===== src/rtl/fetch_pkg.sv =====
// Shared types and constants for the fetch stage and its IF/ID register.
package fetch_pkg;

  typedef enum logic [1:0] {
    F_REQ,
    F_WAIT,
    F_HOLD
  } fetch_state_t;

  // addi x0,x0,0
  localparam logic [31:0] NOP_INSTR = 32'h0000_0013;

  typedef struct packed {
    logic [31:0] instr;
    logic [31:0] pc;
    logic [31:0] pc_plus4;
    logic        valid;
  } if_id_t;

  // Sequential PC; wraps modulo 2^32.
  function automatic logic [31:0] pc_inc(input logic [31:0] pc);
    return pc + 32'd4;
  endfunction

endpackage


===== src/rtl/fetch_stage_if.sv =====
// Instruction memory request/response bus, one request outstanding at a time.
interface fetch_stage_if;

  logic        req;
  logic [31:0] addr;
  logic        gnt;
  logic        rvalid;
  logic [31:0] rdata;

  modport master (
    output req,
    output addr,
    input  gnt,
    input  rvalid,
    input  rdata
  );

  modport slave (
    input  req,
    input  addr,
    output gnt,
    output rvalid,
    output rdata
  );

endinterface


===== src/rtl/fetch_stage_if_id_reg.sv =====
// IF/ID pipeline register: flush beats stall, stall beats load, idle cycles load a bubble.
module if_id_reg #(
  parameter logic [31:0] NOP_INSTR = fetch_pkg::NOP_INSTR
) (
  input  logic             clk,
  input  logic             reset,
  input  logic             stall_d,
  input  logic             flush_d,
  input  logic             deliver,
  input  fetch_pkg::if_id_t din,
  output fetch_pkg::if_id_t dout
);

  // Bubbles keep pc/pc_plus4 so Decode still sees the last real PC.
  always_ff @(posedge clk) begin
    if (reset) begin
      dout.instr    <= NOP_INSTR;
      dout.pc       <= 32'h0;
      dout.pc_plus4 <= 32'h0;
      dout.valid    <= 1'b0;
    end else if (flush_d || (!stall_d && !deliver)) begin
      dout.instr <= NOP_INSTR;
      dout.valid <= 1'b0;
    end else if (deliver) begin
      dout <= din;
    end
  end

endmodule


===== src/rtl/fetch_stage.sv =====
// Fetch stage: PC, single-outstanding fetch FSM with skid register, IF/ID register.
// Optional macro FETCH_PERF_EN adds perf_fetched / perf_bubbles counters.
module fetch_stage #(
  parameter logic [31:0] RESET_PC  = 32'h0000_0000,
  parameter logic [31:0] NOP_INSTR = 32'h0000_0013
) (
  input  logic                 clk,
  input  logic                 reset,
  input  logic                 stall_f,
  input  logic                 stall_d,
  input  logic                 flush_d,
  input  logic                 pc_src_e,
  input  logic [31:0]          pc_target_e,
  fetch_stage_if.master        imem,
  output logic [31:0]          instr_d,
  output logic [31:0]          pc_d,
  output logic [31:0]          pc_plus4_d,
  output logic                 valid_d
`ifdef FETCH_PERF_EN
  ,
  output logic [31:0]          perf_fetched,
  output logic [31:0]          perf_bubbles
`endif
);

  import fetch_pkg::*;

  fetch_state_t state_reg;
  logic [31:0]  pc_f_reg;
  logic [31:0]  skid_reg;
  logic         discard_reg;

  logic [31:0]  pc_plus4_f;
  logic [31:0]  target_aligned;
  logic         ready_d;
  logic         rsp_live;
  logic         deliver;
  if_id_t       if_id_next;
  if_id_t       if_id_q;

  assign pc_plus4_f     = pc_inc(pc_f_reg);
  assign target_aligned = pc_target_e & ~32'd3;

  assign imem.req  = (state_reg == F_REQ) && !stall_f && !reset;
  assign imem.addr = pc_f_reg;

  // A flush blocks acceptance like a stall, so the word goes to the skid
  // register instead of being lost; only a redirect throws it away.
  assign ready_d  = !stall_d && !flush_d;
  assign rsp_live = (state_reg == F_WAIT) && imem.rvalid && !discard_reg;
  assign deliver  = !pc_src_e && ready_d && (rsp_live || (state_reg == F_HOLD));

  assign if_id_next = '{
    instr:    (state_reg == F_HOLD) ? skid_reg : imem.rdata,
    pc:       pc_f_reg,
    pc_plus4: pc_plus4_f,
    valid:    1'b1
  };

  // Fetch FSM and PC; a redirect overrides every other event this cycle.
  always_ff @(posedge clk) begin
    if (reset) begin
      state_reg   <= F_REQ;
      pc_f_reg    <= RESET_PC;
      skid_reg    <= 32'h0;
      discard_reg <= 1'b0;
    end else if (pc_src_e) begin
      pc_f_reg <= target_aligned;
      case (state_reg)
        F_REQ: begin
          if (imem.req && imem.gnt) begin
            state_reg   <= F_WAIT;
            discard_reg <= 1'b1;
          end
        end
        F_WAIT: begin
          if (imem.rvalid) begin
            state_reg   <= F_REQ;
            discard_reg <= 1'b0;
          end else begin
            discard_reg <= 1'b1;
          end
        end
        default: begin
          state_reg   <= F_REQ;
          discard_reg <= 1'b0;
        end
      endcase
    end else begin
      case (state_reg)
        F_REQ: begin
          if (imem.req && imem.gnt) state_reg <= F_WAIT;
        end
        F_WAIT: begin
          if (imem.rvalid) begin
            if (discard_reg) begin
              discard_reg <= 1'b0;
              state_reg   <= F_REQ;
            end else if (ready_d) begin
              pc_f_reg  <= pc_plus4_f;
              state_reg <= F_REQ;
            end else begin
              skid_reg  <= imem.rdata;
              state_reg <= F_HOLD;
            end
          end
        end
        default: begin
          if (ready_d) begin
            pc_f_reg  <= pc_plus4_f;
            state_reg <= F_REQ;
          end
        end
      endcase
    end
  end

  if_id_reg #(
    .NOP_INSTR (NOP_INSTR)
  ) u_if_id (
    .clk     (clk),
    .reset   (reset),
    .stall_d (stall_d),
    .flush_d (flush_d),
    .deliver (deliver),
    .din     (if_id_next),
    .dout    (if_id_q)
  );

  assign instr_d    = if_id_q.instr;
  assign pc_d       = if_id_q.pc;
  assign pc_plus4_d = if_id_q.pc_plus4;
  assign valid_d    = if_id_q.valid;

`ifdef FETCH_PERF_EN
  logic [31:0] perf_fetched_reg;
  logic [31:0] perf_bubbles_reg;
  logic        bubble_evt;

  assign bubble_evt = flush_d || (!stall_d && !deliver);

  // Delivery and bubble counters, free-running and wrapping.
  always_ff @(posedge clk) begin
    if (reset) begin
      perf_fetched_reg <= 32'h0;
      perf_bubbles_reg <= 32'h0;
    end else begin
      if (deliver)    perf_fetched_reg <= perf_fetched_reg + 32'd1;
      if (bubble_evt) perf_bubbles_reg <= perf_bubbles_reg + 32'd1;
    end
  end

  assign perf_fetched = perf_fetched_reg;
  assign perf_bubbles = perf_bubbles_reg;
`endif

endmodule


===== src/flat_wrapper.sv =====
// flat-port wrapper written by rule: the top's interface ports become plain ports
module fetch_stage_flat import fetch_pkg::*;
#(
  parameter logic [31:0] RESET_PC  = 32'h0000_0000,
  parameter logic [31:0] NOP_INSTR = 32'h0000_0013
)
  (clk, reset, stall_f, stall_d, flush_d, pc_src_e, pc_target_e, instr_d, pc_d, pc_plus4_d, valid_d, imem_req, imem_addr, imem_gnt, imem_rvalid, imem_rdata);
  fetch_stage_if imem_i ();
  input  logic clk;
  input  logic reset;
  input  logic stall_f;
  input  logic stall_d;
  input  logic flush_d;
  input  logic pc_src_e;
  input  logic [31:0] pc_target_e;
  output logic [31:0] instr_d;
  output logic [31:0] pc_d;
  output logic [31:0] pc_plus4_d;
  output logic valid_d;
  output wire logic [$bits(imem_i.req)-1:0] imem_req;
  output wire logic [$bits(imem_i.addr)-1:0] imem_addr;
  input wire logic [$bits(imem_i.gnt)-1:0] imem_gnt;
  input wire logic [$bits(imem_i.rvalid)-1:0] imem_rvalid;
  input wire logic [$bits(imem_i.rdata)-1:0] imem_rdata;
  assign imem_req = imem_i.req;
  assign imem_addr = imem_i.addr;
  assign imem_i.gnt = imem_gnt;
  assign imem_i.rvalid = imem_rvalid;
  assign imem_i.rdata = imem_rdata;
  fetch_stage #(.RESET_PC(RESET_PC), .NOP_INSTR(NOP_INSTR)) u_core (.clk(clk), .reset(reset), .stall_f(stall_f), .stall_d(stall_d), .flush_d(flush_d), .pc_src_e(pc_src_e), .pc_target_e(pc_target_e), .imem(imem_i), .instr_d(instr_d), .pc_d(pc_d), .pc_plus4_d(pc_plus4_d), .valid_d(valid_d));
endmodule

===== config.mk =====
export PLATFORM = sky130hd
export DESIGN_NAME = fetch_stage_flat
export DESIGN_NICKNAME = d
export VERILOG_FILES = /design/src/rtl/fetch_pkg.sv /design/src/rtl/fetch_stage_if.sv /design/src/rtl/fetch_stage_if_id_reg.sv /design/src/rtl/fetch_stage.sv /design/src/flat_wrapper.sv
export SDC_FILE = /design/constraint.sdc
export NUM_CORES = 1
export LEC_CHECK = 0
export BUFFER_PORTS_ARGS = -buffer_cell sky130_fd_sc_hd__buf_2
export CAP_MARGIN = 20
export CELL_PAD_IN_SITES_DETAIL_PLACEMENT = 2
export CELL_PAD_IN_SITES_GLOBAL_PLACEMENT = 2
export CORE_MARGIN = 3
export CORE_UTILIZATION = 30
export CTS_CLUSTER_DIAMETER = 30
export DETAILED_ROUTE_END_ITERATION = 12
export GPL_ROUTABILITY_DRIVEN = 0
export GPL_TIMING_DRIVEN = 0
export HOLD_SLACK_MARGIN = 0.06
export PLACE_DENSITY_LB_ADDON = 0.05
export SLEW_MARGIN = 25
export SYNTH_ARGS = -nofsm -noshare
export SYNTH_HDL_FRONTEND = slang
export SYNTH_SLANG_ARGS = --single-unit

===== constraint.sdc =====
create_clock -name clk -period 2.45 [get_ports clk]
set_input_delay 0.49 -clock clk [delete_from_list [all_inputs] [get_ports clk]]
set_output_delay 0.49 -clock clk [all_outputs]
set_load 0.02 [all_outputs]

==> qor.csv <==
metric,value,unit
status,"complete, no violations",
I/O Pins,202,
crit end category,output port,
Detailed Route Iter0 Violations,327,
hpwl dp,21.4,mm
max-slew violations,0,
clock buffer depth,2,
Tcrit/Tclk final,92.1,%
Yosys warnings,0,
max-cap violations,0,
die area,0.0266,sq mm
Arrival @ worst endpoint,1770,ps
vias in the first global route,7724,
core area,0.0239,sq mm
global route overflow,0,
CTS root buffer,clkbuf_16,
CP Launch Type,flip-flop,
worst hold start,imem_rdata[28],
Syn Area/Cell,8.07,sq um
share of cells above drive strength 1,28.3,%
num rows,56,
Hold Path Depth,3,
Largest register FFs,93,
post-synth top area cell,dfxtp_1,
clock tree sinks,158,
Clock Latency Late Sink,430,ps
"Hold-fix buffers, CTS",0,
first-pass GRT wire length,44.3,mm
Hold Crit Endpoint,u_core.skid_reg[28]$_SDFFE_PP0P_,
Area after DPL,0.00879,sq mm
Worst EP required,1960,ps
P&R area growth vs syn,27.2,%
top post-synthesis cells by area,"dfxtp_1, nand2_1, a21oi_1",
CP Launch Point,u_core.state_reg[1]$_SDFFE_PP0P_,
CTS Buf Count,17,
Final Power,6.09,mW
RR Endpoint,u_core.imem.addr[26]$_SDFFE_PP0P_,
clock skew,11.5,ps
maximum clock frequency,443,MHz
unique cell type count in the Yosys netlist,62,
Leak,3.89,nW
Clock transition at path regs,70,ps
Netlist Area Pre-Place,0.00741,sq mm
"commonest non-fill, non-tap cell in the layout",nand2_1,
Tightest Pin Transition,754,ps
crit path max fanout,10,
R2R depth,6,
tightest hold margin,306,ps
Vias per Instance,4.99,
setup violators final,0,
TritonRoute pass-1 iters,4,
Post-synth EDFFs,0,
P per Cell Area,646,mW/mm^2
Nets,1210,
RSZ-0062 raised after global routing,no,
top cell type's share of synthesized area,42.7,%
Worst R2R Setup Slack,250,ps
Post-DRT Antenna Nets,0,
Final Hold Viols,0,
initial antenna violation count,2,
Synth Flop Type,dfxtp_1,
min-delay worst type,input pin to flip-flop,
Final min period,2260,ps
CP Class,flip-flop to output port,
remaining routing DRC violations,0,
final worst slack,194,ps
FF-to-FF Start,u_core.imem.addr[2]$_SDFFE_PP0P_,
Worst slew margin,49.8,%
Die Wd,163,um
number of synthesized register bits,158,
"commonest cells after routing, fill and taps aside","nand2_1, buf_2, dfxtp_1",
total track usage,21.5,%
Finished Cell Area,0.00942,sq mm
peak supply drop,0.395,mV
largest net degree at the start of global routing,17,
pre-CTS WS,-85.9,ps
initial core utilization,31.0,%
I/O Buffers,193,
Syn Inst Count,918,
CTS tree,yes,
Routed WL,28.7,mm
via count,7333,
fillers,2803,
"Seq/Total Area, Yosys",42.7,%
H-tree depth,4,
height of the die,163,um
mean routed wirelength per cell,19.5,um
asr flop ratio synth,0,%
## Yosys cell counts (5+ instances only)
library cell and number:
nand2_1 227, dfxtp_1 158, nor2_1 95, a21oi_1 93
buf_4 43, clkbuf_1 36, a311oi_1 31, a211oi_1 27
buf_2 22, xor2_1 18, o21ai_0 14, a22oi_1 13
xnor2_1 11, a31oi_1 8, nand3_1 8, mux2i_1 6
nor2b_1 6, and3_1 5, clkbuf_8 5, nand4_1 5
or3_1 5
## report_power, final
part | switching (mW) | internal [mW] | total (mW)
clock network | 1.18 | 1.57 | 2.75
logic | 0.397 | 0.248 | 0.644
registers | 0.0738 | 2.62 | 2.70
## repair_timing
action                                  CTS  global route
setup buffers                             0             2
resized for setup                         2             1
endpoints found under the setup margin    3             7
pin swaps                                 0             1
## worst max-delay path: stages (launching register included)
cell and delay [ps]:
dfxtp_1 360, buf_2 220, nor4_1 500, buf_2 260
## final cells by class
type                    instances  area, sq um  share of cell area (%)
multi-input cells             649         3590                    38.1
plain buffers                 112          676                    7.17
clock buffers                  21          460                    4.89
repair buffers                195          981                    10.4
diodes                          2         5.00                  0.0531
well taps                     319          399                    4.24
flip-flops and latches        158         3160                    33.6
clock inverters                11          133                    1.41
inverters                       4         15.0                   0.159
## logic make-up after synthesis
logic type | Yosys count | share of synthesized area [%]
compound gates | 218 | 19.4
xor+xnor | 29 | 3.43
fa+ha+maj | 1 | 0.169
buf+inv | 116 | 9.32
flops | 158 | 42.7
mux | 6 | 0.811
other cells | 1 | 0.0506
simple gates | 389 | 24.2
## metal layers
layer	GRT usage [%]	part of all wire, %	vias to the layer above
met3	3.22	4.4	23
met2	35.1	46	158
met1	30.1	49	3591
met4	4.88	1.1	0
li1	-	-	3561
met5	0	0	-
## stage by stage
step	setup TNS (ps)	util, %	std cells
5_1_grt	0	39.4	1471
2_1_floorplan	0	-	923
3_3_place_gp	-397	36.8	1435
3_5_place_dp	-526	36.8	1435
4_1_cts	0	39.3	1467
6_report	0	39.4	1471
## worst max path at each step
stage	end	slack (ps)	cells after the start
floorplan	u_core.discard_reg$_SDFFE_PP0P_	470	6
global placement	u_core.imem.addr[12]$_SDFFE_PP0P_	-100	7
detailed placement	u_core.imem.addr[12]$_SDFFE_PP0P_	-90	7
CTS	u_core.u_if_id.dout[25]$_SDFFE_PP0P_	80	6
global route	u_core.u_if_id.dout[25]$_SDFFE_PP0P_	80	6
finish	imem_req	190	3
No activity file was read; power rests on OpenSTA's default activity.
